--- src/rtl/fire_fifo_param.sv ---
// Parametrised first-word-fall-through FIFO for fire (spike) tags, with occupancy
// count, almost-full, sticky overflow/underflow flags and a selectable overflow policy.
module fire_fifo_param #(
  parameter int unsigned TAG_W       = 8,
  parameter int unsigned DEPTH       = 8,
  parameter int unsigned AF_THRESH   = 6,
  parameter bit          DROP_OLDEST = 1'b0,
  parameter int unsigned CNT_W       = $clog2(DEPTH + 1)
) (
  input  logic             clk,
  input  logic             asyn_reset,
  input  logic             enq,
  input  logic             deq,
  input  logic [TAG_W-1:0] in_tag,
  input  logic             clr_err,
  output logic [TAG_W-1:0] out_tag,
  output logic             full,
  output logic             empty,
  output logic             almost_full,
  output logic [CNT_W-1:0] count,
  output logic             overflow,
  output logic             underflow
);

  localparam int unsigned PtrW = $clog2(DEPTH);

  logic [TAG_W-1:0] mem_q [DEPTH];
  logic [TAG_W-1:0] mem_d [DEPTH];
  logic [PtrW-1:0]  wr_ptr_q, wr_ptr_d;
  logic [PtrW-1:0]  rd_ptr_q, rd_ptr_d;
  logic [CNT_W-1:0] count_q, count_d;
  logic             overflow_q, overflow_d;
  logic             underflow_q, underflow_d;

  logic push, pop, ovf_evt, udf_evt;

  // Flags depend only on registered count, so no enq/deq-to-output path exists.
  assign full        = (count_q == CNT_W'(DEPTH));
  assign empty       = (count_q == '0);
  assign almost_full = (count_q >= CNT_W'(AF_THRESH));
  assign count       = count_q;
  assign overflow    = overflow_q;
  assign underflow   = underflow_q;
  assign out_tag     = empty ? '0 : mem_q[rd_ptr_q];

  always_comb begin
    ovf_evt = enq && full && !deq;
    udf_evt = deq && empty;
    // A simultaneous deq frees the slot; otherwise only the drop policy lets a full enq in.
    push    = enq && (!full || deq || DROP_OLDEST);
    pop     = (deq && !empty) || (ovf_evt && DROP_OLDEST);
  end

  always_comb begin
    mem_d       = mem_q;
    wr_ptr_d    = wr_ptr_q;
    rd_ptr_d    = rd_ptr_q;
    count_d     = count_q + CNT_W'(push) - CNT_W'(pop);
    overflow_d  = (overflow_q && !clr_err) || ovf_evt;
    underflow_d = (underflow_q && !clr_err) || udf_evt;
    if (push) begin
      mem_d[wr_ptr_q] = in_tag;
      wr_ptr_d        = wr_ptr_q + PtrW'(1);
    end
    if (pop) begin
      rd_ptr_d = rd_ptr_q + PtrW'(1);
    end
  end

  always_ff @(posedge clk or negedge asyn_reset) begin
    if (!asyn_reset) begin
      wr_ptr_q    <= '0;
      rd_ptr_q    <= '0;
      count_q     <= '0;
      overflow_q  <= 1'b0;
      underflow_q <= 1'b0;
    end else begin
      wr_ptr_q    <= wr_ptr_d;
      rd_ptr_q    <= rd_ptr_d;
      count_q     <= count_d;
      overflow_q  <= overflow_d;
      underflow_q <= underflow_d;
    end
  end

  // Storage contents are don't-care after reset, so the array carries no reset.
  always_ff @(posedge clk) begin
    mem_q <= mem_d;
  end

endmodule
--- config.mk ---
export PLATFORM = sky130hd
export DESIGN_NAME = fire_fifo_param
export DESIGN_NICKNAME = d
export VERILOG_FILES = /design/src/rtl/fire_fifo_param.sv
export SDC_FILE = /design/constraint.sdc
export NUM_CORES = 1
export LEC_CHECK = 0
export ABC_AREA = 0
export ABC_CLOCK_PERIOD_IN_PS = 2600
export CELL_PAD_IN_SITES_DETAIL_PLACEMENT = 0
export CELL_PAD_IN_SITES_GLOBAL_PLACEMENT = 2
export CORE_ASPECT_RATIO = 1.2
export CORE_MARGIN = 2
export CORE_UTILIZATION = 37
export DETAILED_ROUTE_END_ITERATION = 7
export PLACE_DENSITY_LB_ADDON = 0.12
export RECOVER_POWER = 100
export SLEW_MARGIN = 40
export SYNTH_ARGS = -nofsm -noshare
export SYNTH_HDL_FRONTEND = slang
export SYNTH_SLANG_ARGS = --single-unit
--- constraint.sdc ---
create_clock -name clk -period 2.6 [get_ports clk]
set_clock_uncertainty 0.2 [all_clocks]
set_input_delay 0.65 -clock clk [delete_from_list [all_inputs] [get_ports clk]]
set_output_delay 0.65 -clock clk [all_outputs]
set_load 0.02 [all_outputs]
==> flow_summary.toml <==
[run_status]
status = "complete, but fails checks"
violations = "negative setup slack"

[placed_design]
hpwlAfterDp_um = 4330
io_buffers = 29
place_ws_ns = -0.458
gp_congestion = 0.726

[die]
die_w_um = 89.0
core-area_um2 = 8520
die_area_um2 = 9430
pin_count = 30
start_util = 0.376
row_count = 37
dieHeight_um = 106

[detailed_routing]
drc = 0
wl_per_cell_um = 17.5
initialDrtViolationCount = 76
via_count = 1844
vias_per_cell = 4.78
first_pass_iters = 4
routed_wl_um = 6750
ant_nets = 0

[critical_path]
crit_chain = "buf_12 -> buf_4 -> mux2i_1 -> a22o_1 -> nor3_2 -> buf_4"
endpoint_kind = "output port"
cp_max_fo = 13
cp_data_required_time_ns = 1.75
crit_cells = 6
crit_buf_inv = 3
cp-start-kind = "flop"
critPathKind = "flop to output port"
cpMostUsedCell = "buf_4"
max_stage_delay_ns = 0.47
crit_slowest_cell = "dfrtp_2"
ff2ff_path_depth = 11
critPathArrivalTime_ns = 1.76
critPathTopFamily = "buffers and inverters"

[final_layout]
syn_to_final_growth_pct = 30.6
diodes = 0
final_cell_mix = "edfxtp_1 (64), buf_4 (34), mux2i_1 (32)"
drive_above_1_share = 0.309
layout_commonest_cell = "edfxtp_1"
final_nets = 288

[clock_network]
clock_sinks = 76
insertion_delay_ns = 0.35
root_buffer = "clkbuf_8"
clk_pin_slew_ns = 0.07
cts-hold-fix-buffers = 0
cts_buffer_depth = 2
cts_tree = "built"
numCtsBuffers = 9
htree_levels = 3

[synthesis]
yosysWarnings = 0
ys_ff_latch = 76
synth_cells = 199
syn_nets = 222
synth_area_um2 = 3210
avgSynthCellArea_um2 = 16.1
yosysUniqueCellTypes = 32
yosysSeqAreaShare = 0.693

[flow_run]
cap_violations = 0

[global_route]
grtUsageTotal = 0.156
use_met3 = 0.0450
antenna_found_initial = 0
grt_util_met2 = 0.265
grt_pass1_wl_um = 10400
grt_max_degree = 17
grt_pass1_vias = 1984
top_usage_layer = "met2"
met1_usage = 0.184
overflow = 0

[min_path]
hold_depth = 1
holdCritPathClass = "flop to flop"

[power]
p_leak_nw = 1.61
p_per_area_nw_per_um2 = 1170
netSwitchingFraction = 0.347
p_seq_frac = 0.353
share_comb_of_total_power = 0.478
p_int_mw = 3.19
p_sw_mw = 1.70
pwr-share-clk = 0.169
finalPower_mw = 4.88
ir_drop_mv = 0.505

[timing]
period_needed_ns = 2.61
finalWorstSetupSlack_ns = -0.0108
max_freq_mhz = 383
post-route-period-util = 1.00
max_slew_margin = 0.603
hold_viol_final = 0
worst_pin_slew_ns = 0.593
finalMaxSlewViolations = 0
setup_viol = 1
rsz0062_at_grt = "true"
[repair_timing]
item,CTS,global route
resized for setup,56,23
gates cloned,1,0
pin swaps,4,6
setup buffers,4,7
setup endpoints to repair,14,12
[power groups by stage]
| stage | clock network [mW] | registers, mW | logic, mW |
|---|---|---|---|
| final | 0.827 | 1.72 | 2.33 |
| after floorplan | 0 | 1.75 | 1.19 |
| after global routing | 0.897 | 1.75 | 2.53 |
| after global placement | 0 | 1.71 | 2.05 |
| after CTS | 0.846 | 1.72 | 2.13 |
| after detailed placement | 0 | 1.72 | 2.12 |
[Yosys cell counts]
| cell type | n | area share |
|---|---|---|
| a21oi_1 | 1 | 0.0016 |
| nor2_1 | 7 | 0.0082 |
| nand2_4 | 1 | 0.0035 |
| nor3b_1 | 2 | 0.0047 |
| inv_1 | 10 | 0.012 |
| nor2b_1 | 2 | 0.0039 |
| fa_1 | 1 | 0.0062 |
| buf_6 | 2 | 0.0070 |
| xor2_1 | 2 | 0.0055 |
| mux2_2 | 1 | 0.0035 |
| mux2_4 | 1 | 0.0047 |
| ha_1 | 9 | 0.035 |
| or4b_4 | 1 | 0.0043 |
| buf_1 | 2 | 0.0023 |
| o21ai_0 | 1 | 0.0016 |
| a22o_1 | 16 | 0.044 |
| nand2_1 | 4 | 0.0047 |
| nand3_1 | 2 | 0.0031 |
| o22ai_1 | 1 | 0.0020 |
| xnor2_1 | 4 | 0.011 |
| edfxtp_1 | 64 | 0.60 |
| buf_2 | 1 | 0.0016 |
| clkbuf_1 | 1 | 0.0012 |
| buf_4 | 2 | 0.0047 |
| and2_1 | 1 | 0.0020 |
| nand2b_1 | 2 | 0.0039 |
| a21o_1 | 1 | 0.0023 |
| dfrtp_1 | 12 | 0.094 |
| nor2b_2 | 1 | 0.0027 |
| mux2i_1 | 32 | 0.10 |
| nand3b_1 | 2 | 0.0047 |
| nor3_1 | 10 | 0.016 |
[state kept, by name (all words and copies together) (netlist names)]
| signal | cells |
|---|---|
| mem_q | 64 |
| count | 4 |
| rd_ptr_q | 3 |
| wr_ptr_q | 3 |
| overflow | 1 |
| underflow | 1 |
[layer usage]
| metal | up-vias | routed length [um] |
|---|---|---|
| met3 | 9 | 279 |
| met4 | 0 | 113 |
| met5 | - | 0 |
| li1 | 879 | - |
| met2 | 41 | 3630 |
| met1 | 915 | 2730 |
[path summary, 6_finish.rpt]
| path | to | slack (ns) | from |
|---|---|---|---|
| max in group asynchronous | rd_ptr_q[1] | 1.23 | asyn_reset |
| max | out_tag[1] | -0.01 | rd_ptr_q[1] |
| max reg2reg | count[1] | 0.06 | count[2] |
| min | wr_ptr_q[0] | 0.33 | wr_ptr_q[0] |
| min in group asynchronous | count[3] | 0.54 | asyn_reset |
| min reg2reg | wr_ptr_q[0] | 0.33 | wr_ptr_q[0] |
[per-stage QoR]
step / cells / area (um^2) / hold slack (ns) / TNS [ns] / util
6_report: 386 / 4190 / 0.331 / -0.0108 / 0.491
5_1_grt: 386 / 4190 / 0.369 / -0.385 / 0.491
4_1_cts: 379 / 4040 / 0.333 / -0.183 / 0.474
3_5_place_dp: 359 / 3810 / 0.319 / -9.89 / 0.447
3_3_place_gp: 359 / 3800 / 0.302 / -15.59 / 0.446
2_1_floorplan: 199 / 3210 / 0.154 / 0 / -
[layout make-up]
cell class,count,area [um^2]
repair buffers,63,604
flip-flops and latches,76,2220
multi-input cells,105,1000
clock buffers,11,131
clock inverters,4,41.3
inverters,10,37.5
well taps,117,146
fillers,749,4330
[cell families (layout without fill, tap and decap cells)]
kind of cell,after synthesis,after routing,share of synthesized area
buffers and inverters,18,88,0.0285
multiplexers,34,34,0.108
adder cells (fa/ha/maj),10,10,0.0414
flip-flops,76,76,0.693
XOR/XNOR,6,6,0.0164
AO/OA/AOI/OAI,20,20,0.0511
AND/OR/NAND/NOR,35,35,0.0613
Note: power is estimated with default switching activity, not from simulation.
